## src/rtl/log2_pkg.sv

```systemverilog
// log2_pkg: shared state encoding and parameter helpers for the iterative log2 unit.
package log2_pkg;
    typedef enum logic [1:0] {IDLE, NORM, ITER, DONE} state_t;

    function automatic int clog2_min(input int n);
        int r;
        r = 0;
        for (int i = 0; i < 32; i++)
            if ((64'd1 << i) < 64'(n)) r = i + 1;
        return r;
    endfunction
endpackage

```

## src/rtl/log2_lod.sv

```systemverilog
// log2_lod: combinational leading-one detector, returns index of highest set bit and a zero flag.
module log2_lod #(
    parameter int IN_W = 5,
    parameter int IW   = $clog2(IN_W)
) (
    input  logic [IN_W-1:0] x,
    output logic [IW-1:0]   idx,
    output logic            zero
);
    always_comb begin
        idx = '0;
        for (int i = 0; i < IN_W; i++)
            if (x[i]) idx = IW'(i);
    end
    assign zero = (x == '0);
endmodule

```

## src/rtl/log2_fx_seq.sv

```systemverilog
// log2_fx_seq: iterative fixed-point log2 with valid/ready handshakes.
// Integer part from leading-one position, fraction by repeated squaring of the normalised mantissa.
module log2_fx_seq
    import log2_pkg::*;
#(
    parameter int IN_W   = 5,
    parameter int FRAC_W = 5,
    parameter int INT_W  = 6,
    parameter int PREC   = 16
) (
    input  logic                    clk,
    input  logic                    rst,
    input  logic                    in_valid,
    output logic                    in_ready,
    input  logic [IN_W-1:0]         x,
    output logic                    out_valid,
    input  logic                    out_ready,
    output logic [INT_W+FRAC_W-1:0] y,
    output logic                    err
);
    localparam int IW    = $clog2(IN_W);
    localparam int CNT_W = $clog2(FRAC_W + 1);
    localparam int WW    = (IN_W > PREC + 1) ? IN_W : PREC + 1;

    if (INT_W < clog2_min(IN_W) || PREC < FRAC_W + 4) begin : g_bad_param
        $error("log2_fx_seq: INT_W or PREC too small for IN_W/FRAC_W");
    end

    state_t               state, state_nx;
    logic [IN_W-1:0]      xr;
    logic [PREC:0]        m, m_init, m_nx;
    logic [PREC+1:0]      s;
    logic [2*PREC+1:0]    sq;
    logic [WW-1:0]        wide;
    logic [CNT_W-1:0]     k;
    logic [INT_W-1:0]     ip;
    logic [FRAC_W-1:0]    fr;
    logic [IW-1:0]        p;
    logic                 zero;

    log2_lod #(.IN_W(IN_W), .IW(IW)) u_lod (.x(xr), .idx(p), .zero(zero));

    // Left-justify the operand so its leading one lands on the 1.PREC integer bit.
    assign wide   = WW'(xr << (IW'(IN_W - 1) - p)) << (WW - IN_W);
    assign m_init = (PREC + 1)'(wide >> (WW - PREC - 1));
    assign sq     = (2*PREC + 2)'(m) * (2*PREC + 2)'(m);
    assign s      = (PREC + 2)'(sq >> PREC);
    assign m_nx   = s[PREC+1] ? s[PREC+1:1] : s[PREC:0];

    assign in_ready = (state == IDLE);
    assign y        = {ip, fr};

    always_ff @(posedge clk or posedge rst)
        if (rst) state <= IDLE;
        else     state <= state_nx;

    always_comb begin
        state_nx = state;
        case (state)
            IDLE:    state_nx = in_valid ? NORM : IDLE;
            NORM:    state_nx = zero ? DONE : ITER;
            ITER:    state_nx = (k == CNT_W'(FRAC_W - 1)) ? DONE : ITER;
            DONE:    state_nx = (out_valid && out_ready) ? IDLE : DONE;
            default: state_nx = IDLE;
        endcase
    end

    // out_valid rises one cycle after entering DONE and falls on the handshake edge.
    always_ff @(posedge clk or posedge rst)
        if (rst) begin
            xr        <= '0;
            m         <= '0;
            k         <= '0;
            ip        <= '0;
            fr        <= '0;
            err       <= 1'b0;
            out_valid <= 1'b0;
        end else begin
            case (state)
                IDLE: if (in_valid) xr <= x;
                NORM: begin
                    err <= zero;
                    ip  <= zero ? '0 : INT_W'(p);
                    fr  <= '0;
                    m   <= m_init;
                    k   <= '0;
                end
                ITER: begin
                    m  <= m_nx;
                    fr <= (fr << 1) | FRAC_W'(s[PREC+1]);
                    k  <= k + CNT_W'(1);
                end
                DONE: begin
                    out_valid <= !(out_valid && out_ready);
                    if (out_valid && out_ready) begin
                        ip  <= '0;
                        fr  <= '0;
                        err <= 1'b0;
                    end
                end
                default: ;
            endcase
        end
endmodule

```

## config.mk

```make
export PLATFORM = sky130hd
export DESIGN_NAME = log2_fx_seq
export DESIGN_NICKNAME = d
export VERILOG_FILES = /design/src/rtl/log2_pkg.sv /design/src/rtl/log2_lod.sv /design/src/rtl/log2_fx_seq.sv
export SDC_FILE = /design/constraint.sdc
export NUM_CORES = 1
export LEC_CHECK = 0
export ABC_AREA = 1
export BUFFER_PORTS_ARGS = -buffer_cell sky130_fd_sc_hd__buf_4
export CORE_ASPECT_RATIO = 1.4
export CORE_MARGIN = 2
export CORE_UTILIZATION = 55
export DETAILED_ROUTE_END_ITERATION = 12
export PLACE_DENSITY = 0.77
export SLEW_MARGIN = 25
export SYNTH_ARGS = -nofsm -noshare
export SYNTH_HDL_FRONTEND = slang
export SYNTH_HIERARCHICAL = 1
export SYNTH_SLANG_ARGS = --single-unit
```

## constraint.sdc

```tcl
create_clock -name clk -period 6 [get_ports clk]
set_input_delay 1.2 -clock clk [delete_from_list [all_inputs] [get_ports clk]]
set_output_delay 1.2 -clock clk [all_outputs]
set_load 0.01 [all_outputs]
```

==> flow_metrics.env, run 1 <==
export IMPL_drc=0
export IMPL_fp_dieH_um=169
export IMPL_crit_reg2reg_launch="m[6]"
export IMPL_cts_sink_count=37
export IMPL_synth_mux_area_frac=0.00315
export IMPL_synth_avg_cell_area_sq_um=7.81
export IMPL_cp_data_required_time_ns=6.20
export IMPL_critPathLaunchType="flip-flop"
export IMPL_routed_via_density=5.24
export IMPL_placement_rows=60
export IMPL_final_min_period_over_clock_period=0.968
export IMPL_first_pass_grt_wire_length_um=42500
export IMPL_synth_top_family_by_area="adder cells"
export IMPL_synth_cell_type_count=53
export IMPL_place_gp_congestion=0.967
export IMPL_vdd_drop_max_uv=563
export IMPL_cpPeakStageDelay_ns=0.53
export IMPL_finalCoreUtilization=0.616
export IMPL_setup_viol_count_final=0
export IMPL_synth_area_sq_um=10700
export IMPL_hold_start="ip[0]"
export IMPL_power_frac_clock=0.048
export IMPL_worst_skew_pair_late_latency_ns=0.29
export IMPL_final_net_count=1743
export IMPL_syn2layout_area_growth_pct=10.3
export IMPL_first_element_of_the_critical_path="m[6]"
export IMPL_achievable_frequency_mhz=172
export IMPL_max_cap_viol_count=0
export IMPL_finalNonFillerCells=1677
export IMPL_clk_pin_slew_worst_paths_ns=0.06
export IMPL_dpl_hpwl_um=21200
export IMPL_synthesis_stage_register_bit_count=37
export IMPL_synth_main_ff_cell="dfrtp_1"
export IMPL_grt_usage=0.260
export IMPL_slew_violations=0
export IMPL_insertedDiodeCount=0
export IMPL_total_switching_power_mw=3.66
export IMPL_wire_per_inst_um=15.0
export IMPL_power_combinational_fraction=0.872
export IMPL_setup_slack_ns=0.189
export IMPL_core_region_area_sq_um=19200
export IMPL_synthSimpleGateAreaFrac=0.181
export IMPL_setup_reg_to_reg_worst_slack_ns=0.19
export IMPL_fraction_of_the_mapped_netlist_area_in_adder_cells=0.488
export IMPL_vias=8782
export IMPL_io_buffer_count=19
export IMPL_die_width_um=122
export IMPL_synth_seq_area_share=0.0862
export IMPL_design_portCount=23
export IMPL_xor_xnor_portion_of_the_synthesized_cell_area=0.0231
export IMPL_drive_gt1_frac=0.122
export IMPL_worst_path_dominant_cell_family="adder cells"
export IMPL_root_buffer_master="clkbuf_16"
export IMPL_tritoncts="done"
export IMPL_layout_min_cycle_time_ns=5.81
export IMPL_cellLeakagePower_nw=7.28
export IMPL_h_tree_lvls=2
export IMPL_full_die_area_sq_um=20700
export IMPL_dp_worst_setup_slack_ns=-0.0614
export IMPL_grt_pass1_vias=9444
export IMPL_postLayoutCellArea_sq_um=11800
export IMPL_postRouteWirelength_um=25200
export IMPL_pin_count_of_the_biggest_net_entering_global_routing=38
export IMPL_seq_power_share=0.080
export IMPL_synth_async_reset_ratio=1.00
export IMPL_worst_path_buf_inv=7
export IMPL_skew_ns=0.00395
export IMPL_antenna_left=0
export IMPL_cell_internal_pwr_mw=2.70
export IMPL_worst_setup_path_end_kind="flip-flop"
export IMPL_synthesis_yosys_warnings=6
export IMPL_power_per_cell_area_nw_per_um2=537
export IMPL_most_frequent_cp_cell="fa_1"
export IMPL_filler_cell_count=1743
export IMPL_cts_hold_bufs=0
export IMPL_grt_antenna_before_repair=0
export IMPL_slowest_stage="fa_1"
export IMPL_clk_path_buf_depth=2
export IMPL_synth_compound_area_frac=0.0610
export IMPL_syn_inst=1376
export IMPL_floorplan_initialDensity=0.559
export IMPL_max_slew_margin_rel=0.567
export IMPL_place_detailed_instances=1655
export IMPL_initialDrtViolationCount=406
export IMPL_worst_ep_arrival_time_ns=6.01
export IMPL_timing_setup_critical_path_class="reg -> reg"
export IMPL_final_hold_viol_count=0
export IMPL_total_clock_buffers_created_by_cts=5
export IMPL_run_status="completed"
export IMPL_synth_enable_flop_cells=0
export IMPL_power_switching_fraction=0.575
export IMPL_drt_pass1_iter_count=6
export IMPL_dpl_cell_area_sq_um=11400
export IMPL_min_delay_path_class="reg -> reg"
export IMPL_worst_slew_pin_slew_ns=0.646
export IMPL_grt_setup_unrepaired="true"
export IMPL_design_power_total_mw=6.36
export IMPL_cp_max_fo=5
export IMPL_grt_ovfl_total=0
==> state kept, by name, indices dropped and copies added (netlist names) <==
signal / flops
err: 1
fr: 5
ip: 3
k: 3
m: 17
out_valid: 1
state: 2
xr: 5
==> synthesized netlist by cell type (2+ instances only) <==
cell type    n  area share
nand4_1      3      0.0017
o22ai_1      4      0.0023
o21ai_0     31       0.014
xnor2_1     11      0.0090
buf_1        5      0.0017
buf_4        5      0.0035
mux2_2       3      0.0031
a31oi_1      2      0.0012
inv_2        2     0.00070
nor3_1       8      0.0037
o211ai_2     2      0.0023
nor2_1      59       0.021
a21oi_1     51       0.024
and2_1       2      0.0012
inv_1      388        0.14
ha_1       118        0.14
buf_8        2      0.0028
o21a_1       2      0.0014
nand3b_1     4      0.0028
clkbuf_1    29       0.010
buf_2        3      0.0014
fa_1       188        0.35
o21bai_1     4      0.0028
dfrtp_1     37       0.086
nand3_2      4      0.0037
nand2_1    317        0.11
nand2_4      5      0.0052
o21ai_1      3      0.0014
nor4_1       2      0.0012
nand2_2     14      0.0082
nor2_2       3      0.0017
or2_2        3      0.0017
nand3_1     28       0.013
a21oi_2      2      0.0016
xor2_1      11      0.0090
a21o_1       4      0.0028
==> cells in the final DEF (no fill, tap or decap), types with 3 or more instances in the layout <==
cell       count
a21oi_1       42
clkbuf_16      5
nand2_2       15
dfrtp_1       24
mux2_2         3
nand3b_1       4
nand3_2        3
a21oi_2       10
buf_4         82
inv_1        388
o21bai_1       4
a21o_1         4
conb_1         3
xor2_1        11
o22ai_1        4
nand2_1      314
nand2_4        7
xnor2_1       11
nand3_1       28
o21ai_0       29
nor2_1        54
nor3_1         6
ha_1         118
nand4_1        3
or2_2          3
nor2_2         7
o21ai_1        5
fa_1         188
dfrtp_2       13
==> what timing repair did <==
action                     CTS  global route
gates resized for setup      9            36
buffers inserted             0            12
setup endpoints to repair    1            18
pin swaps                    0             7
gates cloned                 0             2
==> layout make-up <==
cell class | instances | area, sq um | share of cell area
Clock inverter | 2 | 38.8 | 0.00328
Clock buffer | 6 | 129 | 0.0109
Timing Repair Buffer | 86 | 682 | 0.0576
Inverter | 391 | 1470 | 0.124
Sequential cell | 37 | 942 | 0.0796
Multi-Input combinational cell | 907 | 8270 | 0.699
Tap cell | 248 | 310 | 0.0262
==> worst register-to-register path, stage by stage, from the launching register on <==
cell and delay (ns):
dfrtp_2 0.46, buf_4 0.17, nand2_1 0.10, inv_1 0.07, fa_1 0.50, inv_1 0.05
fa_1 0.46, fa_1 0.53, inv_1 0.06, fa_1 0.51, fa_1 0.50, inv_1 0.05
fa_1 0.48, inv_1 0.04, ha_1 0.34, nand2_2 0.15, inv_2 0.04, nand2_1 0.05
nand3_1 0.11, a21oi_2 0.14, nand2_2 0.11, nand2_4 0.11, nand2_4 0.06, nand2_4 0.13
nand2_4 0.11, a21oi_4 0.13, nand2_1 0.08, a21oi_2 0.17
==> through the flow <==
| stage | hold slack (ns) | setup TNS [ns] |
|---|---|---|
| final | 0.512 | 0 |
| after global routing | 0.540 | -0.158 |
| after CTS | 0.521 | 0 |
| after detailed placement | 0.503 | -0.0614 |
| after global placement | 0.497 | 0 |
| after floorplan | 0.488 | 0 |
==> worst paths after layout <==
path	to	depth (start not counted)
worst max register to register	m[12]	27
max in group asynchronous	m[13]	3
min in group asynchronous	m[15]	3
worst min register to register	ip[0]	2
worst max-delay path	m[12]	27
worst min-delay path	ip[0]	2
==> per-layer routing <==
layer | wire (um) | global-route usage | vias up
li1 | - | - | 4113
met1 | 9100 | 0.287 | 4315
met2 | 13700 | 0.490 | 259
met3 | 907 | 0.0222 | 95
met4 | 1510 | 0.130 | 0
met5 | 0 | 0 | -
==> kinds of logic (layout without fill, tap and decap cells) <==
group / count (synthesis) / after routing
mux: 3 / 3
flops: 37 / 37
buf+inv: 436 / 485
other cells: 1 / 3
simple gates: 457 / 459
xor+xnor: 24 / 24
fa+ha+maj: 306 / 306
compound gates: 112 / 112
==> power by group through the flow <==
stage	Sequential (mW)	Clock (mW)	Combinational, mW
6_report	0.507	0.307	5.55
5_1_grt	0.521	0.319	6.23
4_1_cts	0.521	0.310	5.34
3_5_place_dp	0.522	0	5.26
3_3_place_gp	0.517	0	5.18
2_1_floorplan	0.394	0	3.88
Note: power is estimated with default switching activity, not from simulation.
==> run 2, diff against run 1 <==
Settings changed: PLACE_DENSITY 0.77 to 0.78.
==> flow_metrics.env, run 2 (same netlist as run 1, synthesis figures left out) <==
export IMPL_cp_data_required_time_ns=6.18
export IMPL_tritoncts="done"
export IMPL_dpl_hpwl_um=20600
export IMPL_setup_viol_count_final=0
export IMPL_placement_rows=60
export IMPL_wire_per_inst_um=15.1
export IMPL_initialDrtViolationCount=522
export IMPL_setup_slack_ns=0.117
export IMPL_final_min_period_over_clock_period=0.980
export IMPL_vdd_drop_max_uv=572
export IMPL_clk_pin_slew_worst_paths_ns=0.07
export IMPL_place_detailed_instances=1647
export IMPL_die_width_um=122
export IMPL_core_region_area_sq_um=19200
export IMPL_place_gp_congestion=1.00
export IMPL_min_delay_path_class="reg -> reg"
export IMPL_grt_antenna_before_repair=0
export IMPL_critPathLaunchType="flip-flop"
export IMPL_cts_hold_bufs=0
export IMPL_pin_count_of_the_biggest_net_entering_global_routing=38
export IMPL_worst_slew_pin_slew_ns=0.596
export IMPL_final_hold_viol_count=0
export IMPL_antenna_left=0
export IMPL_grt_setup_unrepaired="true"
export IMPL_h_tree_lvls=2
export IMPL_worst_ep_arrival_time_ns=6.07
export IMPL_crit_reg2reg_launch="m[12]"
export IMPL_max_cap_viol_count=0
export IMPL_regMostFlops="m"
export IMPL_dp_worst_setup_slack_ns=-0.148
export IMPL_largest_reg_flops=17
export IMPL_cellLeakagePower_nw=7.29
export IMPL_floorplan_initialDensity=0.559
export IMPL_design_power_total_mw=6.43
export IMPL_slew_violations=0
export IMPL_achievable_frequency_mhz=170
export IMPL_cp_max_fo=5
export IMPL_skew_ns=0.0103
export IMPL_grt_pass1_vias=9504
export IMPL_max_slew_margin_rel=0.600
export IMPL_drt_pass1_iter_count=8
export IMPL_ff2ff_path_depth=20
export IMPL_hold_start="out_valid"
export IMPL_finalCoreUtilization=0.622
export IMPL_drc=0
export IMPL_fp_dieH_um=169
export IMPL_first_pass_grt_wire_length_um=42000
export IMPL_layout_min_cycle_time_ns=5.88
export IMPL_grt_ovfl_total=0
export IMPL_worst_setup_path_end_kind="flip-flop"
export IMPL_timing_setup_critical_path_class="reg -> reg"
export IMPL_postRouteWirelength_um=25300
export IMPL_setup_reg_to_reg_worst_slack_ns=0.12
export IMPL_biggestRegsByFlops="m: 17 flops, fr: 5 flops, xr: 5 flops"
export IMPL_finalNonFillerCells=1682
export IMPL_vias=8813
export IMPL_filler_cell_count=1645
export IMPL_crit_reg2reg_capture="m[5]"
export IMPL_worst_skew_pair_late_latency_ns=0.30
export IMPL_final_cell_mix="inv_1 (388), nand2_1 (311), fa_1 (181), ha_1 (110), buf_4 (87)"
export IMPL_syn2layout_area_growth_pct=11.3
export IMPL_run_status="completed"
export IMPL_drive_gt1_frac=0.133
export IMPL_design_portCount=23
export IMPL_power_per_cell_area_nw_per_um2=538
export IMPL_insertedDiodeCount=0
export IMPL_root_buffer_master="clkbuf_16"
export IMPL_min_delay_worst_endpoint="out_valid"
export IMPL_full_die_area_sq_um=20700
export IMPL_routed_via_density=5.24
export IMPL_mostFrequentLayoutCell="inv_1"
export IMPL_clk_path_buf_depth=2
export IMPL_total_clock_buffers_created_by_cts=5
export IMPL_holdPathStages=2
export IMPL_grt_usage=0.256
export IMPL_final_net_count=1748
export IMPL_cts_sink_count=37
export IMPL_io_buffer_count=19
[run 2: cell types whose count changed in the layout (fill, tap and decap cells not counted), moves of 2 or more]
cell / previous run / this run
ha_2: 0 / 3
nand2_2: 15 / 19
fa_1: 188 / 181
buf_4: 82 / 87
ha_1: 118 / 110
nor2_1: 54 / 59
buf_12: 2 / 4
nand2_4: 7 / 5
nor2_2: 7 / 3
nand2_1: 314 / 311
ha_4: 0 / 5
fa_2: 0 / 7
[run 2: critical path, cell delays in order (launching register included)]
cell,delay (ns)
dfrtp_2,0.47
buf_4,0.18
nand2_1,0.07
inv_1,0.07
fa_1,0.60
fa_1,0.46
fa_1,0.52
fa_1,0.51
fa_1,0.49
inv_1,0.05
fa_1,0.47
inv_1,0.04
ha_1,0.35
a21oi_1,0.31
o21ai_0,0.19
a21oi_1,0.29
nand3_1,0.21
xnor2_1,0.24
nand2_1,0.10
nand3_1,0.08
nand2_1,0.06
[run 2: power by group]
| part | leakage (nW) | switching, mW | total, mW | internal [mW] |
|---|---|---|---|---|
| clock network | 0.0810 | 0.120 | 0.317 | 0.197 |
| registers | 0.463 | 0.179 | 0.527 | 0.348 |
| logic | 6.75 | 3.36 | 5.59 | 2.23 |
[run 2: metal layers]
metal	global-route usage	wire (um)
met1	0.279	8950
met2	0.476	13500
met3	0.0235	1120
met4	0.150	1750
met5	0	0
[run 2: final cells by class]
| type | count | area [sq um] | area share |
|---|---|---|---|
| inverter | 391 | 1470 | 0.123 |
| sequential | 37 | 945 | 0.0790 |
| clock buffer | 6 | 129 | 0.0108 |
| clock inverter | 2 | 38.8 | 0.00324 |
| tap | 248 | 310 | 0.0259 |
| timing repair buffer | 92 | 744 | 0.0623 |
| multi-input combinational | 906 | 8320 | 0.696 |
[run 2: worst max path at each step]
stage / to / from / slack, ns
final: m[5] / m[12] / 0.12
after detailed placement: m[12] / m[7] / -0.15
after floorplan: m[0] / m[7] / 0.28
after global routing: m[5] / m[12] / -0.09
after global placement: m[12] / m[7] / -0.13
after CTS: m[12] / m[16] / 0.005
[run 2: timing repair]
action,CTS,global route
setup endpoints to repair,6,18
buffers inserted,3,23
pin swaps,0,11
cloned,0,1
gates resized for setup,7,46
[run 2: through the flow]
| step | setup TNS (ns) | hold slack (ns) | instance area (sq um) |
|---|---|---|---|
| 6_report | 0 | 0.520 | 12000 |
| 2_1_floorplan | 0 | 0.488 | 10700 |
| 4_1_cts | 0 | 0.521 | 11500 |
| 3_3_place_gp | -0.185 | 0.494 | 11300 |
| 5_1_grt | -0.421 | 0.572 | 12000 |
| 3_5_place_dp | -0.224 | 0.507 | 11300 |
==> run 3, diff against run 2 <==
Settings changed: HOLD_SLACK_MARGIN set to 0.02, PLACE_DENSITY 0.78 to 0.75.
Clock period 6 ns to 6.2 ns, I/O delays scaled along.
==> flow_metrics.env, run 3 (same netlist as run 1, synthesis figures left out) <==
export IMPL_fp_dieH_um=169
export IMPL_total_switching_power_mw=3.35
export IMPL_power_frac_clock=0.047
export IMPL_core_region_area_sq_um=19200
export IMPL_holdPathStages=2
export IMPL_syn2layout_area_growth_pct=6.69
export IMPL_wire_per_inst_um=14.5
export IMPL_cp_cell_sequence="nand2_1, fa_1, inv_1, fa_1, inv_1, fa_1, inv_1, fa_1, fa_1, inv_1, fa_1, inv_1, ha_1, a21oi_1, o21ai_0, a21oi_1, nor2_1, nor3_1, nand2_1, nand2_1, nand3_1, nand3_1, o21ai_0"
export IMPL_io_buffer_count=19
export IMPL_slew_violations=0
export IMPL_dp_worst_setup_slack_ns=-0.118
export IMPL_cell_internal_pwr_mw=2.37
export IMPL_root_buffer_master="clkbuf_16"
export IMPL_dpl_hpwl_um=20100
export IMPL_routed_via_density=5.08
export IMPL_finalCoreUtilization=0.596
export IMPL_skew_ns=0.00512
export IMPL_drive_gt1_frac=0.0863
export IMPL_grt_ovfl_total=0
export IMPL_crit_reg2reg_launch="m[8]"
export IMPL_worstSetupPathDepth=23
export IMPL_worst_ep_arrival_time_ns=6.12
export IMPL_power_per_cell_area_nw_per_um2=499
export IMPL_drc=0
export IMPL_pin_count_of_the_biggest_net_entering_global_routing=38
export IMPL_cp_max_fo=11
export IMPL_worst_path_dominant_cell_family="adder cells"
export IMPL_setup_reg_to_reg_worst_slack_ns=0.24
export IMPL_largest_reg_flops=17
export IMPL_antenna_left=0
export IMPL_insertedDiodeCount=0
export IMPL_cts_hold_bufs=0
export IMPL_clk_pin_slew_worst_paths_ns=0.06
export IMPL_final_min_period_over_clock_period=0.962
export IMPL_filler_cell_count=1764
export IMPL_cellLeakagePower_nw=7.07
export IMPL_critPathLaunchType="flip-flop"
export IMPL_tns_ns=0
export IMPL_seq_power_share=0.091
export IMPL_h_tree_lvls=2
export IMPL_max_cap_viol_count=0
export IMPL_slowest_stage="fa_1"
export IMPL_crit_reg2reg_capture="m[11]"
export IMPL_place_gp_congestion=0.980
export IMPL_design_power_total_mw=5.71
export IMPL_final_hold_viol_count=0
export IMPL_min_delay_worst_endpoint="out_valid"
export IMPL_cts_sink_count=37
export IMPL_vdd_drop_max_uv=541
export IMPL_initialDrtViolationCount=432
export IMPL_design_portCount=23
export IMPL_vias=8324
export IMPL_drt_pass1_iter_count=7
export IMPL_worst_setup_path_end_kind="flip-flop"
export IMPL_cp_data_required_time_ns=6.35
export IMPL_setup_slack_ns=0.237
export IMPL_tritoncts="done"
export IMPL_power_switching_fraction=0.586
export IMPL_grt_antenna_before_repair=0
export IMPL_run_status="completed"
export IMPL_die_width_um=122
export IMPL_final_net_count=1705
export IMPL_max_slew_margin_rel=0.580
export IMPL_worst_path_buf_inv=5
export IMPL_clk_path_buf_depth=2
export IMPL_layout_min_cycle_time_ns=5.96
export IMPL_most_frequent_cp_cell="fa_1"
export IMPL_grt_usage=0.254
export IMPL_min_delay_path_class="reg -> reg"
export IMPL_placement_rows=60
export IMPL_worst_skew_pair_late_latency_ns=0.29
export IMPL_postRouteWirelength_um=23800
export IMPL_cpPeakStageDelay_ns=0.59
export IMPL_floorplan_initialDensity=0.559
export IMPL_timing_setup_critical_path_class="reg -> reg"
export IMPL_mostFrequentLayoutCell="inv_1"
export IMPL_total_clock_buffers_created_by_cts=5
export IMPL_biggestRegsByFlops="m: 17 flops, fr: 5 flops, xr: 5 flops"
export IMPL_power_combinational_fraction=0.862
export IMPL_regMostFlops="m"
export IMPL_final_cell_mix="inv_1 (388), nand2_1 (317), fa_1 (188), ha_1 (118), nor2_1 (59)"
export IMPL_full_die_area_sq_um=20700
export IMPL_worst_slew_pin_slew_ns=0.630
export IMPL_ff2ff_path_depth=23
export IMPL_grt_pass1_vias=9173
export IMPL_hold_start="out_valid"
export IMPL_grt_setup_unrepaired="false"
export IMPL_setup_viol_count_final=0
export IMPL_first_pass_grt_wire_length_um=41700
export IMPL_achievable_frequency_mhz=168
run 3: worst max-delay path by stage:
stage / to / slack, ns / start
5_1_grt: m[11] / 0.02 / m[10]
3_3_place_gp: m[12] / -0.07 / m[7]
4_1_cts: m[12] / 0.06 / m[7]
6_report: m[11] / 0.24 / m[8]
3_5_place_dp: m[12] / -0.12 / m[7]
2_1_floorplan: m[0] / 0.48 / m[7]
run 3: repair_timing:
action	4_1_cts	5_1_grt
buffers inserted	0	6
resized for setup	2	15
setup endpoints to repair	8	17
endpoints found under the hold margin	0	0
run 3: per-layer routing:
layer  track usage  vias to the layer above  wire, um
li1              -                     4045         -
met1         0.293                     4044      9040
met2         0.482                      180     13200
met3        0.0239                       55       869
met4        0.0910                        0       770
met5             0                        -         0
run 3: metrics by stage:
step	instance area, sq um	hold slack (ns)	std cells
final	11500	0.508	1639
after global routing	11500	0.555	1639
after CTS	11300	0.514	1633
after detailed placement	11200	0.498	1625
after global placement	11200	0.493	1625
after floorplan	10700	0.488	1378
run 3: cell type report:
class | instances | area, sq um | area share
timing repair buffer | 50 | 425 | 0.0371
tap | 248 | 310 | 0.0271
clock buffer | 6 | 139 | 0.0121
multi-input combinational | 905 | 8160 | 0.712
clock inverter | 2 | 13.8 | 0.00120
inverter | 391 | 1470 | 0.128
sequential | 37 | 942 | 0.0822
run 3: power groups by stage:
stage          clock [mW]  sequential (mW)  combinational, mW
5_1_grt             0.278            0.534               5.65
3_3_place_gp            0            0.533               4.70
4_1_cts             0.270            0.530               4.86
6_report            0.268            0.522               4.92
3_5_place_dp            0            0.535               4.79
2_1_floorplan           0            0.382               3.76
run 3: worst reg2reg max path: stages (launching register included):
cell	delay, ns
dfrtp_2	0.55
nand2_1	0.13
fa_1	0.59
inv_1	0.07
fa_1	0.50
inv_1	0.06
fa_1	0.54
inv_1	0.05
fa_1	0.45
fa_1	0.51
inv_1	0.06
fa_1	0.49
inv_1	0.05
ha_1	0.31
a21oi_1	0.23
o21ai_0	0.22
a21oi_1	0.30
nor2_1	0.11
nor3_1	0.21
nand2_1	0.08
nand2_1	0.08
nand3_1	0.07
nand3_1	0.07
o21ai_0	0.09
